**src/rtl/ps2_pkg.sv**
```systemverilog
// Shared types and constants for the PS/2 device-to-host receive path.
package ps2_pkg;

    typedef enum logic [1:0] {
        IDLE   = 2'd0,
        DATA   = 2'd1,
        PARITY = 2'd2,
        STOP   = 2'd3
    } ps2_state_e;

    localparam logic [1:0] PS2_ERR_PARITY  = 2'b01;
    localparam logic [1:0] PS2_ERR_FRAME   = 2'b10;
    localparam logic [1:0] PS2_ERR_TIMEOUT = 2'b11;

    localparam logic [7:0] PS2_BREAK = 8'hF0;
    localparam logic [7:0] PS2_EXT   = 8'hE0;

endpackage

```
**src/rtl/ps2_line_filter.sv**
```systemverilog
// Two-flop synchroniser plus a run-length deglitch filter; emits a one-cycle
// pulse on each filtered 1->0 transition of the line.
module ps2_line_filter #(
    parameter int FILTER_LEN = 6
) (
    input  logic clk,
    input  logic reset,
    input  logic line,
    output logic fall
);

    localparam int CW = $clog2(FILTER_LEN);

    logic          sync_1;
    logic          sync_2;
    logic          level;
    logic [CW-1:0] run_cnt;

    // The filtered level only moves after FILTER_LEN consecutive samples
    // disagreeing with it; any agreeing sample restarts the run.
    always_ff @(posedge clk or posedge reset) begin
        if (reset) begin
            sync_1  <= 1'b1;
            sync_2  <= 1'b1;
            level   <= 1'b1;
            run_cnt <= '0;
            fall    <= 1'b0;
        end else begin
            sync_1 <= line;
            sync_2 <= sync_1;
            fall   <= 1'b0;
            if (sync_2 != level) begin
                if (run_cnt == CW'(FILTER_LEN - 1)) begin
                    level   <= sync_2;
                    run_cnt <= '0;
                    fall    <= level;
                end else begin
                    run_cnt <= run_cnt + 1'b1;
                end
            end else begin
                run_cnt <= '0;
            end
        end
    end

endmodule

```
**src/rtl/ps2_frame_rx.sv**
```systemverilog
// PS/2 device-to-host frame receiver: start, 8 data LSB-first, odd parity, stop.
// Define PS2_BREAK_DECODE_EN to fold F0/E0 prefixes into rx_break/rx_ext.
module ps2_frame_rx
    import ps2_pkg::*;
#(
    parameter int FILTER_LEN     = 6,
    parameter int TIMEOUT_CYCLES = 6000
) (
    input  logic       clk,
    input  logic       reset,
    input  logic       ps2_clk,
    input  logic       ps2_data,
    output logic [7:0] rx_data,
    output logic       rx_valid,
    output logic       rx_break,
    output logic       rx_ext,
    output logic       rx_err,
    output logic [1:0] rx_err_code,
    output logic       busy
);

    localparam int TW = $clog2(TIMEOUT_CYCLES + 1);

    logic          fall;
    logic          data_s1;
    logic          data_s2;
    ps2_state_e    state;
    logic [2:0]    bit_cnt;
    logic [7:0]    shreg;
    logic          parity_bit;
    logic [TW-1:0] tmo_cnt;
    logic          frame_odd;
`ifdef PS2_BREAK_DECODE_EN
    logic          pending_break;
    logic          pending_ext;
`endif

    ps2_line_filter #(
        .FILTER_LEN(FILTER_LEN)
    ) u_clk_filter (
        .clk  (clk),
        .reset(reset),
        .line (ps2_clk),
        .fall (fall)
    );

    always_ff @(posedge clk or posedge reset) begin
        if (reset) begin
            data_s1 <= 1'b1;
            data_s2 <= 1'b1;
        end else begin
            data_s1 <= ps2_data;
            data_s2 <= data_s1;
        end
    end

    assign frame_odd = (^shreg) ^ parity_bit;
    assign busy      = (state != IDLE);

    // rx_valid and rx_err are single-cycle strobes with no back-pressure:
    // the consumer must take rx_data / rx_err_code in the strobe cycle,
    // although both are held afterwards until the next strobe of their kind.
    always_ff @(posedge clk or posedge reset) begin
        if (reset) begin
            state       <= IDLE;
            bit_cnt     <= '0;
            shreg       <= '0;
            parity_bit  <= 1'b0;
            tmo_cnt     <= '0;
            rx_data     <= '0;
            rx_valid    <= 1'b0;
            rx_break    <= 1'b0;
            rx_ext      <= 1'b0;
            rx_err      <= 1'b0;
            rx_err_code <= '0;
`ifdef PS2_BREAK_DECODE_EN
            pending_break <= 1'b0;
            pending_ext   <= 1'b0;
`endif
        end else begin
            rx_valid <= 1'b0;
            rx_err   <= 1'b0;
            if (fall) begin
                // An edge always restarts the gap timer, even on expiry.
                tmo_cnt <= '0;
                case (state)
                    IDLE: begin
                        if (!data_s2) begin
                            state   <= DATA;
                            bit_cnt <= '0;
                        end
                    end
                    DATA: begin
                        shreg[bit_cnt] <= data_s2;
                        if (bit_cnt == 3'd7) begin
                            state <= PARITY;
                        end else begin
                            bit_cnt <= bit_cnt + 1'b1;
                        end
                    end
                    PARITY: begin
                        parity_bit <= data_s2;
                        state      <= STOP;
                    end
                    STOP: begin
                        state <= IDLE;
                        if (data_s2 && frame_odd) begin
`ifdef PS2_BREAK_DECODE_EN
                            if (shreg == PS2_BREAK) begin
                                pending_break <= 1'b1;
                            end else if (shreg == PS2_EXT) begin
                                pending_ext <= 1'b1;
                            end else begin
                                rx_valid      <= 1'b1;
                                rx_data       <= shreg;
                                rx_break      <= pending_break;
                                rx_ext        <= pending_ext;
                                pending_break <= 1'b0;
                                pending_ext   <= 1'b0;
                            end
`else
                            rx_valid <= 1'b1;
                            rx_data  <= shreg;
                            rx_break <= 1'b0;
                            rx_ext   <= 1'b0;
`endif
                        end else begin
                            rx_err      <= 1'b1;
                            rx_err_code <= frame_odd ? PS2_ERR_FRAME : PS2_ERR_PARITY;
`ifdef PS2_BREAK_DECODE_EN
                            pending_break <= 1'b0;
                            pending_ext   <= 1'b0;
`endif
                        end
                    end
                    default: state <= IDLE;
                endcase
            end else if (state != IDLE) begin
                if (tmo_cnt == TW'(TIMEOUT_CYCLES - 1)) begin
                    state       <= IDLE;
                    tmo_cnt     <= '0;
                    rx_err      <= 1'b1;
                    rx_err_code <= PS2_ERR_TIMEOUT;
`ifdef PS2_BREAK_DECODE_EN
                    pending_break <= 1'b0;
                    pending_ext   <= 1'b0;
`endif
                end else begin
                    tmo_cnt <= tmo_cnt + 1'b1;
                end
            end
        end
    end

endmodule

```
**config.mk**
```make
export PLATFORM = sky130hd
export DESIGN_NAME = ps2_frame_rx
export DESIGN_NICKNAME = d
export VERILOG_FILES = /design/src/rtl/ps2_pkg.sv /design/src/rtl/ps2_line_filter.sv /design/src/rtl/ps2_frame_rx.sv
export SDC_FILE = /design/constraint.sdc
export NUM_CORES = 1
export LEC_CHECK = 0
export ABC_AREA = 0
export CAP_MARGIN = 20
export CELL_PAD_IN_SITES_DETAIL_PLACEMENT = 0
export CELL_PAD_IN_SITES_GLOBAL_PLACEMENT = 1
export CORE_ASPECT_RATIO = 1.2
export CORE_MARGIN = 10
export CORE_UTILIZATION = 41
export DETAILED_ROUTE_END_ITERATION = 10
export PLACE_DENSITY = 0.8
export RECOVER_POWER = 100
export SLEW_MARGIN = 15
export SYNTH_ARGS = -nofsm -noshare
export SYNTH_HDL_FRONTEND = slang
export SYNTH_SLANG_ARGS = --single-unit
export TNS_END_PERCENT = 10
```
**constraint.sdc**
```tcl
create_clock -name clk -period 2.05 [get_ports clk]
set_input_delay 0.41 -clock clk [delete_from_list [all_inputs] [get_ports clk]]
set_output_delay 0.41 -clock clk [all_outputs]
set_load 0.01 [all_outputs]
```
After elaboration in Yosys (flattened, before gate mapping)
Index checks and enable logic that the tools add are counted.
{ "word_totals": {"elab_cells": 83, "reg_bits": 48} }
{ "op_classes": {"n_reduce_logical": 15, "eq_ne": 13, "n_addsub": 3, "n_lt_le_gt_ge": 2, "bitwise": 1, "muxes": 33} }
{ "ops": {"columns": ["cell", "n"], "rows": [
  ["two-way mux 13 bit", 3],
  ["two-way mux 2 bit", 11],
  ["adder 13 x 1 -> 13 bit (second input constant)", 1],
  ["== test 13 bit (second input constant)", 1],
  ["two-way mux 3 bit", 4],
  ["AND reduction 4 bit", 3],
  ["two-way mux 1 bit", 11],
  ["bitwise mux 8 bit", 1],
  ["!= test 2 bit (second input constant)", 4],
  ["case mux 2 bit (4 select lines)", 1],
  ["nonzero test 2 bit", 4],
  ["XOR reduction 8 bit", 1],
  ["adder 3 x 1 -> 3 bit (second input constant)", 2],
  ["== test 3 bit (second input constant)", 2],
  ["!= test 3 bit (second input constant)", 2],
  ["case mux 3 bit (2 select lines)", 1],
  ["AND reduction 2 bit", 3],
  ["== test 2 bit (second input constant)", 2],
  ["less-than comparator 3 x 4 -> 1 bit (second input constant)", 1],
  ["demux 1 bit (select 3 bit)", 1],
  ["greater-or-equal comparator 3 x 1 -> 1 bit (second input constant)", 1],
  ["AND reduction 3 bit", 1],
  ["== test 2 x 1 -> 1 bit (second input constant)", 1],
  ["logical AND 1 bit", 2],
  ["3 further kinds", 3]
]} }

Logic depth before layout (Yosys ltp)
Gate-level depths: netlist of the first run.
{ "logic_depth": {"word_depth": 6, "depth_mapped": 7, "ltp_nobuf": 6} }

Modules after synthesis
From an unflattened synthesis of the first run, not the netlist that was laid out.
{ "hier_totals": {"cells_unflattened": 211, "area_unflattened_um2": 2387.3} }
{ "by_module_without_submodules": {"columns": ["mod", "n_inst", "cells_per_inst", "seq_area_each_um2", "area_per_inst_um2"], "rows": [
  ["ps2_frame_rx", 1, 192, 1028.5, 2127.0],
  ["ps2_line_filter", 1, 19, 178.9, 260.2]
]} }

Least setup slack after synthesis of the first run
No wires, ideal clock.
{ "synth_path": {"path_kind": "register -> register", "from": "register state[0]", "to": "register tmo_cnt[12]", "n_path_buf": 1, "required_ps": 1972, "setup_slack_ps": 1, "t_arrival_ps": 1971, "stages_incl_launch_ff": 8, "period_less_slack_ps": 2049, "cell_sequence": "dfrtp_1 -> inv_1 -> ha_1 -> nor2b_1 -> buf_2 -> or4_4 -> or3_1 -> a21oi_1"} }
{ "synth_via": {"elab_chain_cells": 2} }
{ "synth_rtl": {"columns": ["item", "line", "source"], "rows": [
  ["start: declaration", "ps2_frame_rx.sv:27", "ps2_state_e state;"],
  ["start signal: assignment", "ps2_frame_rx.sv:65", "state <= IDLE;"],
  ["start signal: assignment", "ps2_frame_rx.sv:89", "state <= DATA;"],
  ["start signal: assignment", "ps2_frame_rx.sv:96", "state <= PARITY;"],
  ["nonzero test 2 bit", "ps2_frame_rx.sv:138", "end else if (state != IDLE) begin"],
  ["nonzero test 2 bit (no source line)", null, null],
  ["end signal: assignment", "ps2_frame_rx.sv:149", "tmo_cnt <= tmo_cnt + 1'b1;"],
  ["end: declaration", "ps2_frame_rx.sv:31", "logic [TW-1:0] tmo_cnt;"]
]} }
No other way between the ends.
A chain may end at the register's enable or synchronous reset.

Final worst setup path of the first run
{ "layout_path": {"from": "register shreg[4]", "to": "register rx_data[3]"} }
{ "layout_via": {"elab_chain_cells": 4} }
{ "layout_rtl": {"columns": ["item", "line", "source"], "rows": [
  ["start: declaration", "ps2_frame_rx.sv:29", "logic [7:0] shreg;"],
  ["start signal: indexed assignment", "ps2_frame_rx.sv:94", "shreg[bit_cnt] <= data_s2;"],
  ["XOR reduction 8 bit", "ps2_frame_rx.sv:57", "assign frame_odd = (^shreg) ^ parity_bit;"],
  ["XOR 1 bit", "ps2_frame_rx.sv:57", null],
  ["logical AND 1 bit", "ps2_frame_rx.sv:107", "if (data_s2 && frame_odd) begin"],
  ["AND reduction 3 bit (no source line)", null, null],
  ["end signal: assignment", "ps2_frame_rx.sv:123", "rx_data <= shreg;"],
  ["end: declaration", "ps2_frame_rx.sv:13", "output logic [7:0] rx_data,"]
]} }
No other way between the ends.

==> results of run 1 <==
-- logic make-up after synthesis --
group	share of synthesized area (%)
buffers and inverters	4.085
adder cells (fa/ha/maj)	3.713
AO/OA/AOI/OAI	11.19
multiplexers	7.162
other	0.1590
AND/OR/NAND/NOR	15.07
XOR/XNOR	7.427
flip-flops	51.19
-- repair_timing --
action | in CTS | in global routing
cloned | 0 | 0
pin swaps | 0 | 1
resized for setup | 1 | 1
setup buffers | 0 | 2
endpoints found under the setup margin | 1 | 6
endpoints found under the hold margin | 0 | 0
-- cell usage after synthesis, types with 4 or more instances --
cell type / count
o21ai_0: 14
buf_4: 4
nor3_1: 7
o31ai_1: 7
ha_1: 7
dfstp_2: 5
nor2_1: 15
xor2_1: 4
xnor2_1: 8
mux2_2: 13
nand2_1: 15
nand3_1: 4
inv_1: 13
nand4_1: 6
dfrtp_1: 43
a21oi_1: 7
or3_1: 5
-- layout make-up --
type                    count  area share [%]
well taps                  64           2.871
flip-flops and latches     48           43.29
clock inverters             3           2.467
repair buffers             29           9.107
multi-input cells         147           38.04
inverters                  13           1.750
clock buffers               5           2.467
-- final timing paths --
path / startpoint / to / depth (start not counted)
hold / removal: u_clk_filter.sync_1 / u_clk_filter.sync_2 / 0
max in group asynchronous: reset / data_s2 / 3
setup reg to reg: shreg[4] / rx_data[3] / 4
min in group asynchronous: reset / u_clk_filter.run_cnt[2] / 2
setup / recovery: shreg[4] / rx_data[3] / 4
hold reg to reg: u_clk_filter.sync_1 / u_clk_filter.sync_2 / 0
-- per-stage QoR --
step / instance area [um2] / hold WS (ps) / total power [W]
global placement: 2650 / 349.2 / 0.001188
global route: 2789 / 366.5 / 0.002078
CTS: 2786 / 363.5 / 0.002021
finish: 2789 / 361.5 / 0.001978
detailed placement: 2650 / 349.5 / 0.001192
floorplan: 2362 / 345.2 / 0.001140
-- state kept, by name (all words and copies together), names as in the netlist --
name	count
bit_cnt	3
u_clk_filter.level	1
rx_err_code	2
u_clk_filter.sync_2	1
state	2
rx_valid	1
tmo_cnt	13
data_s1	1
u_clk_filter.sync_1	1
u_clk_filter.fall	1
rx_err	1
shreg	8
parity_bit	1
data_s2	1
u_clk_filter.run_cnt	3
rx_data	8
-- where the power goes --
group	switching, W	total [W]	internal (W)	leakage [nW]
combinational	0.0000712	0.000132	0.0000612	0.574
sequential	0.0000372	0.00103	0.000993	0.650
clock	0.000324	0.000815	0.000491	0.0687
total	0.000432	0.00198	0.00155	1.29
-- metal layers --
| metal | vias up | share of wire (%) |
|---|---|---|
| li1 | 819 | - |
| met1 | 772 | 45 |
| met2 | 19 | 50 |
| met3 | 2 | 4.4 |
| met4 | 0 | 0.57 |
| met5 | - | 0 |
-- worst max-delay path, cell delays in order (launching register included) --
cell and delay [ps]:
dfrtp_1 400, xor2_1 170, xnor3_2 460, mux2i_4 430
mux2_2 380
==> key figures, run 1 <==
Global route
  • Most Crowded Layer GR: met2
  • Met1 usage: 12.51%
  • Met2 Use GR: 17.85%
  • Vias in the first global route: 1671
  • First-pass GRT wire length: 7714 um
  • GRT Total Usage: 10.54%
  • Initial antenna violation count: 0
  • GR Layer Usage met3: 3.004%
  • Largest net degree at the start of global routing: 34
  • Gr ovfl total: 0

Yosys
  • Cells after Synth: 215
  • Post-Syn Area: 2359 um2
  • Synthesized area per cell: 10.97 um2
  • Post-synth ARST share: 100.0%
  • Share of the synthesized area in the top cell type: 45.62%
  • Synth cell types: 50
  • Synth area leader: dfrtp_1
  • Synth warn: 0
  • #FFs+latches synth: 48
  • Ys flop type: dfrtp_1
  • Register area share after synthesis: 51.19%
  • Synth area leaders: dfrtp_1 (46%), mux2_2 (6.2%), dfstp_2 (5.6%)
  • Post-synth EDFFs: 0

Place
  • Gpl congestion: 0.8296
  • Dpl ws: 81.57 ps
  • Cells after DPL: 299
  • Port bufs: 16
  • Hpwl dp: 3301 um

CTS
  • Root Buffer: clkbuf_8
  • Hold_buf cts: 0
  • Worst-skew pair later-pin latency: 300 ps
  • Worst-path clk slew: 90 ps
  • CTS tree: done
  • CTS H-Tree Depth: 2
  • CTS sink cnt: 48
  • CTS buffer count: 5
  • Longest Clk Path Bufs: 2

Route
  • Pre-Repair DR Iteration Count: 4
  • WL/cell: 14.26 um
  • DR vias/cell: 5.217
  • DRC: 0
  • Detailed Route WL: 4407 um
  • Post-route ant nets: 0
  • Vias: 1612
  • Initial DRC count: 71

Layout
  • Commonest cells after routing, fill and taps aside: dfrtp_1 (43), nand2_1 (15), nor2_1 (15), dlygate4sd3_1 (15), o21ai_0 (14)
  • Register area: 1207 um2
  • Nets: 255
  • Area Overhead vs Synth: 18.25%
  • Fillers: 528
  • Multi-input logic area: 1061 um2
  • Ant diodes: 0
  • Final Non-Filler Cells: 309
  • Leading cell type in the layout, fill and taps excluded: dfrtp_1
  • Fin util: 49.53%
  • Layout cells sized above 1: 15.51%

Timing
  • Slew margin rel.: 56.14%
  • Layout Skew: 5.327 ps
  • FMAX: 512.0 MHz
  • Slew Viols, Final: 0
  • Setup violations, final: 0
  • Fin crit period: 1953 ps
  • Worst Slack Setup Final: 96.91 ps
  • Slew @ Worst Pin: 657.2 ps
  • Final Hold Viols: 0
  • Setup TNS: 0 ps
  • Final period utilization: 95.27%
  • RSZ-0062 raised after global routing: false

Worst setup path
  • Critical setup path kind: flop to flop
  • Critical path capture point type: flop
  • Critical Path AT: 2140 ps
  • Reg2Reg Setup Slack: 100 ps
  • Max FO, Critical Path: 9
  • Worst setup SP type: flop
  • Worst Path Required: 2230 ps

Power and ir drop
  • Pleak: 1.293 nW
  • Max VDD drop: 0.0002898 V
  • PD cells: 709.2 nW/um2

Flow run
  • Max-Cap Viols: 0

Run status
  • Outcome: complete, no violations

Floorplanning
  • IO Pins: 19
  • DIE AREA: 9199 um2
  • Die X: 89.24 um
  • # rows: 30
  • Core area: 5630 um2
  • Initial core utilization: 41.89%
  • Die H: 103.1 um

Worst hold path
  • Worst hold-check path type: flop to flop
Note: power is estimated with default switching activity, not from simulation.
==> run 2, diff against run 1 <==
Settings changed: CELL_PAD_IN_SITES_DETAIL_PLACEMENT 0 to unset, CELL_PAD_IN_SITES_GLOBAL_PLACEMENT 1 to unset, CORE_UTILIZATION 41 to 50, HOLD_SLACK_MARGIN set to 0.05, PLACE_DENSITY 0.8 to 0.79.
==> run 2 against run 1 <==
- via count grew 3.2%
- worst setup slack improved by 27 ps
- wire length down 1.7%
- highest routed layer unchanged
==> key figures, run 2 (synthesis gave the netlist of run 1 again) <==
Run status
  • Outcome: complete, no violations

Floorplanning
  • Core area: 4594 um2 (-18%)
  • Die X: 82.70 um (-7.3%)
  • IO Pins: 19 (unchanged)
  • Initial core utilization: 51.33% (+9.4 points)
  • # rows: 27 (-10%)
  • Die H: 95.24 um (-7.6%)
  • DIE AREA: 7875 um2 (-14%)

Timing
  • Layout Skew: 9.153 ps (+3.826 ps)
  • FMAX: 519.1 MHz (+1.4%)
  • Slew margin rel.: 45.85% (-10 points)
  • Slew Viols, Final: 0 (unchanged)
  • Fin crit period: 1927 ps (-26.52 ps)
  • Final Hold Viols: 0 (unchanged)
  • Setup violations, final: 0 (unchanged)
  • Hold Slack: 358.2 ps (-3.320 ps)
  • Setup TNS: 0 ps (unchanged)
  • Final period utilization: 93.98% (-1.3 points)
  • RSZ-0062 raised after global routing: false
  • Slew @ Worst Pin: 811.4 ps (+154.2 ps)

Layout
  • Most flops, register: tmo_cnt
  • Nets: 253 (-0.78%)
  • Ant diodes: 0 (unchanged)
  • Area Overhead vs Synth: 16.29%
  • Multi-input logic area: 1059 um2 (-0.24%)
  • Leading cell type in the layout, fill and taps excluded: dfrtp_1
  • Fin util: 59.70% (+10 points)
  • Largest regs: tmo_cnt (13), rx_data (8), shreg (8)
  • Max FFs per register: 13 (unchanged)
  • Commonest cells after routing, fill and taps aside: dfrtp_1 (43), nand2_1 (15), nor2_1 (15), dlygate4sd3_1 (15), o21ai_0 (14)
  • Fillers: 402 (-24%)
  • Register area: 1207 um2 (unchanged)
  • Layout cells sized above 1: 15.23% (-0.28 points)

Worst hold path
  • Worst hold-check path type: flop to flop

Route
  • Initial DRC count: 67 (-5.6%)
  • DRC: 0 (unchanged)
  • WL/cell: 14.39 um (+0.91%)
  • DR vias/cell: 5.528 (+6.0%)
  • Post-route ant nets: 0 (unchanged)
  • Vias: 1664 (+3.2%)
  • Pre-Repair DR Iteration Count: 4 (unchanged)
  • Detailed Route WL: 4332 um (-1.7%)

Global route
  • Gr ovfl total: 0 (unchanged)
  • GRT Total Usage: 11.92% (+1.4 points)
  • First-pass GRT wire length: 7458 um (-3.3%)
  • Vias in the first global route: 1697 (+1.6%)
  • Initial antenna violation count: 0 (unchanged)
  • Largest net degree at the start of global routing: 27 (-21%)

Worst setup path
  • Critical path capture point type: flop
  • Critical Path AT: 2110 ps (-30 ps)
  • Critical setup path kind: flop to flop
  • Max incr delay on CP: 520 ps (+60 ps)
  • Worst setup SP type: flop
  • Slowest CP cell: xnor3_2
  • Max FO, Critical Path: 9 (unchanged)
  • Worst Path Required: 2240 ps (about the same)
  • Crit path cell chain: xor2_1 -> xnor3_2 -> mux2i_4 -> buf_12 -> mux2_2

Place
  • Gpl congestion: 0.8189 (-1.3%)
  • Port bufs: 16 (unchanged)
  • Hpwl dp: 3307 um (+0.19%)

Power and ir drop
  • Max VDD drop: 0.0003919 V (+35%)
  • Pleak: 1.272 nW (-1.6%)
  • PD cells: 675.6 nW/um2 (-4.7%)

CTS
  • CTS tree: done
  • Worst-path clk slew: 90 ps (about the same)
  • Root Buffer: clkbuf_8
  • CTS H-Tree Depth: 2 (unchanged)
  • CTS buffer count: 5 (unchanged)
  • Worst-skew pair later-pin latency: 300 ps (about the same)
  • Longest Clk Path Bufs: 2 (unchanged)
  • CTS sink cnt: 48 (unchanged)
  • Hold_buf cts: 0 (unchanged)

Flow run
  • Max-Cap Viols: 0 (unchanged)
-- run 2: repair_timing --
item                                    4_1_cts  5_1_grt
endpoints found under the setup margin        1        8
setup buffers                                 2        1
cloned                                        0        0
gates resized for setup                       1        0
-- run 2: worst paths after layout --
kind | slack [ps] | end | startpoint | depth (start not counted)
hold reg to reg | 360 | data_s2 | data_s1 | 0
hold / removal | 360 | data_s2 | data_s1 | 0
min in group asynchronous | 700 | tmo_cnt[10] | reset | 2
setup / recovery | 120 | rx_data[5] | shreg[3] | 5
max in group asynchronous | 290 | bit_cnt[0] | reset | 3
setup reg to reg | 120 | rx_data[5] | shreg[3] | 5
-- run 2: routing by layer --
layer	GRT usage, %	wire [um]	vias up
met1	12.61	1741	814
li1	-	-	813
met5	0	0	-
met2	21.46	2323	27
met3	2.354	144	10
met4	6.285	122	0
-- run 2: worst max-delay path: cells and delay by family (launching register included) --
kind      cells  cell delay [ps]
mux           2              540
buf+inv       1              150
xor+xnor      2              710
flops         1              420
-- run 2: where the power goes --
| group | switching [W] | internal, W | leakage (nW) |
|---|---|---|---|
| registers | 0.0000344 | 0.000995 | 0.650 |
| logic | 0.0000729 | 0.0000580 | 0.567 |
| clock network | 0.000325 | 0.000368 | 0.0548 |
-- run 2: layout make-up --
class	instances	share of cell area, %
Sequential cell	48	44.02
Clock inverter	3	1.688
Inverter	13	1.779
Clock buffer	5	2.509
Timing Repair Buffer	27	8.759
Multi-Input combinational cell	147	38.60
Tap cell	58	2.646
-- run 2: metrics by stage --
stage	worst slack, ps	cell area [um2]	power [W]	std cells
2_1_floorplan	1.089	2362	0.001140	216
3_3_place_gp	91.90	2620	0.001184	290
3_5_place_dp	1.243	2620	0.001193	290
4_1_cts	24.63	2749	0.001885	300
5_1_grt	16.12	2743	0.001941	301
6_report	123.4	2743	0.001853	301
==> run 3, diff against run 2 <==
Settings changed: DONT_BUFFER_PORTS set to 1, PLACE_DENSITY 0.79 to 0.74.
==> run 3 against run 2 <==
- critical path type unchanged
- critical path depth decreased by 1
- global-route usage decreased by 0.44 points
- highest routed layer unchanged
- combinational power decreased by 16%
- via count decreased by 4.5%
- largest cell class unchanged
- wire length decreased by 4.2%
- core utilization decreased by 3.8 points
==> key figures, run 3 (synthesis gave the netlist of run 1 again) <==
CTS
  • Root Buffer: clkbuf_8
  • CTS tree: done
  • Longest Clk Path Bufs: 2 (unchanged)
  • CTS sink cnt: 48 (unchanged)
  • CTS H-Tree Depth: 2 (unchanged)
  • Worst-path clk slew: 90 ps (about the same)
  • CTS buffer count: 5 (unchanged)
  • Worst-skew pair later-pin latency: 300 ps (about the same)
  • Post-CTS Setup Inserts: 0 (-2)

Power and ir drop
  • PD cells: 711.4 nW/um2 (+5.3%)
  • Design Power: 0.001828 W (-1.3%)
  • Pleak: 1.157 nW (-9.1%)
  • Max VDD drop: 0.0002828 V (-28%)

Flow run
  • Max-Cap Viols: 0 (unchanged)

Place
  • Dpl ws: 101.8 ps (+100.5 ps)
  • Port bufs: 0 (-16)
  • Cells after DPL: 274 (-5.5%)
  • Hpwl dp: 3176 um (-4.0%)
  • Gpl congestion: 0.8276 (+1.1%)

Layout
  • Final Non-Filler Cells: 283 (-6.0%)
  • Fillers: 433 (+7.7%)
  • Most flops, register: tmo_cnt
  • Register area: 1207 um2 (unchanged)
  • Commonest cells after routing, fill and taps aside: dfrtp_1 (43), nand2_1 (15), nor2_1 (15), o21ai_0 (14), mux2_2 (13)
  • Leading cell type in the layout, fill and taps excluded: dfrtp_1
  • Layout cells sized above 1: 15.56% (+0.33 points)
  • Ant diodes: 0 (unchanged)
  • Area Overhead vs Synth: 8.965%
  • Multi-input logic area: 1059 um2 (unchanged)
  • Largest regs: tmo_cnt (13), rx_data (8), shreg (8)
  • Nets: 235 (-7.1%)
  • Max FFs per register: 13 (unchanged)

Worst setup path
  • R2R cell count: 4 (-1)
  • Crit. Startpoint: shreg[3]
  • Reg2Reg Setup Slack: 110 ps (about the same)
  • Critical Path AT: 2130 ps (+20 ps)
  • Critical path capture point type: flop
  • Worst setup SP type: flop
  • Reg2Reg Launch Point: shreg[3]
  • Worst Path Required: 2240 ps (about the same)
  • RR Endpoint: rx_data[5]
  • Critical setup path kind: flop to flop
  • End point of the critical path: rx_data[5]
  • Max FO, Critical Path: 9 (unchanged)

Route
  • Pre-Repair DR Iteration Count: 4 (unchanged)
  • DRC: 0 (unchanged)
  • Vias: 1589 (-4.5%)
  • Detailed Route WL: 4151 um (-4.2%)
  • Post-route ant nets: 0 (unchanged)
  • DR vias/cell: 5.615 (+1.6%)
  • WL/cell: 14.67 um (+1.9%)
  • Initial DRC count: 84 (+25%)

Timing
  • Final Hold Viols: 0 (unchanged)
  • Layout Skew: 6.562 ps (-2.591 ps)
  • Slew margin rel.: 40.00% (-5.8 points)
  • FMAX: 515.7 MHz (-0.65%)
  • Setup violations, final: 0 (unchanged)
  • Slew Viols, Final: 0 (unchanged)
  • Worst Slack Setup Final: 110.8 ps (-12.61 ps)
  • Slew @ Worst Pin: 899.1 ps (+87.64 ps)
  • RSZ-0062 raised after global routing: false
  • Setup TNS: 0 ps (unchanged)
  • Final period utilization: 94.59% (+0.62 points)
  • Fin crit period: 1939 ps (+12.61 ps)

Worst hold path
  • Worst hold-check path type: primary input to flop

Run status
  • Outcome: complete, no violations

Floorplanning
  • DIE AREA: 7875 um2 (unchanged)
  • Die X: 82.70 um (unchanged)
  • Core area: 4594 um2 (unchanged)
  • Die H: 95.24 um (unchanged)
  • Initial core utilization: 51.33% (unchanged)
  • IO Pins: 19 (unchanged)
  • # rows: 27 (unchanged)

Global route
  • First-pass GRT wire length: 7245 um (-2.9%)
  • GRT Total Usage: 11.48% (-0.44 points)
  • Initial antenna violation count: 0 (unchanged)
  • Gr ovfl total: 0 (unchanged)
  • Largest net degree at the start of global routing: 27 (unchanged)
  • Vias in the first global route: 1556 (-8.3%)
run 3: cell types whose count changed in the layout (fill, tap and decap cells not counted):
cell / delta
inv_6: -1
inv_2: +1
buf_4: -2
dlygate4sd2_1: -1
clkinv_2: +1
inv_1: -1
buf_2: -1
dlygate4sd3_1: -14
run 3: worst max-delay path: stages, from the launching register on:
cell     delay [ps]
dfrtp_1         410
xor2_1          170
xnor3_2         470
mux2i_4         410
mux2_2          380
run 3: metal layers:
layer / vias to the layer above / wire length [um] / share of wire (%) / track usage (%)
met3: 5 / 237 / 5.7 / 3.861
li1: 779 / - / - / -
met5: - / 0 / 0 / 0
met4: 0 / 51 / 1.2 / 3.911
met1: 777 / 1780 / 43 / 13.46
met2: 28 / 2082 / 50 / 19.07
run 3: final cells by class:
type	instances	share of cell area, %
clock buffer	5	2.678
timing repair buffer	9	2.775
inverter	13	1.899
clock inverter	3	1.655
tap	58	2.824
sequential	48	46.98
multi-input combinational	147	41.19
run 3: stage by stage:
stage / area (um2) / util, % / hold WS, ps
CTS: 2581 / 56.18 / 88.62
finish: 2570 / 55.94 / 99.81
global route: 2570 / 55.94 / 80.10
floorplan: 2362 / - / 345.2
global placement: 2460 / 53.54 / 346.1
detailed placement: 2460 / 53.54 / 347.8
run 3: where the power goes:
part / total, W / switching [W] / internal, W
registers: 0.00104 / 0.0000430 / 0.000995
clock network: 0.000680 / 0.000319 / 0.000361
logic: 0.000110 / 0.0000624 / 0.0000478
total: 0.00183 / 0.000424 / 0.00140
run 3: what timing repair did:
item	CTS	global route
hold buffers	1	0
resized for setup	0	1
setup endpoints to repair	0	1
endpoints found under the hold margin	18	0
run 3: how the worst min path moves through the flow:
| stage | startpoint | to | slack [ps] | cells past startpoint |
|---|---|---|---|---|
| 3_3_place_gp | reset | u_clk_filter.run_cnt[2] | 350 | 1 |
| 2_1_floorplan | data_s1 | data_s2 | 350 | 0 |
| 5_1_grt | ps2_clk | u_clk_filter.sync_1 | 80 | 0 |
| 3_5_place_dp | reset | u_clk_filter.run_cnt[1] | 350 | 1 |
| 4_1_cts | ps2_clk | u_clk_filter.sync_1 | 90 | 0 |
| 6_report | ps2_data | data_s1 | 100 | 0 |
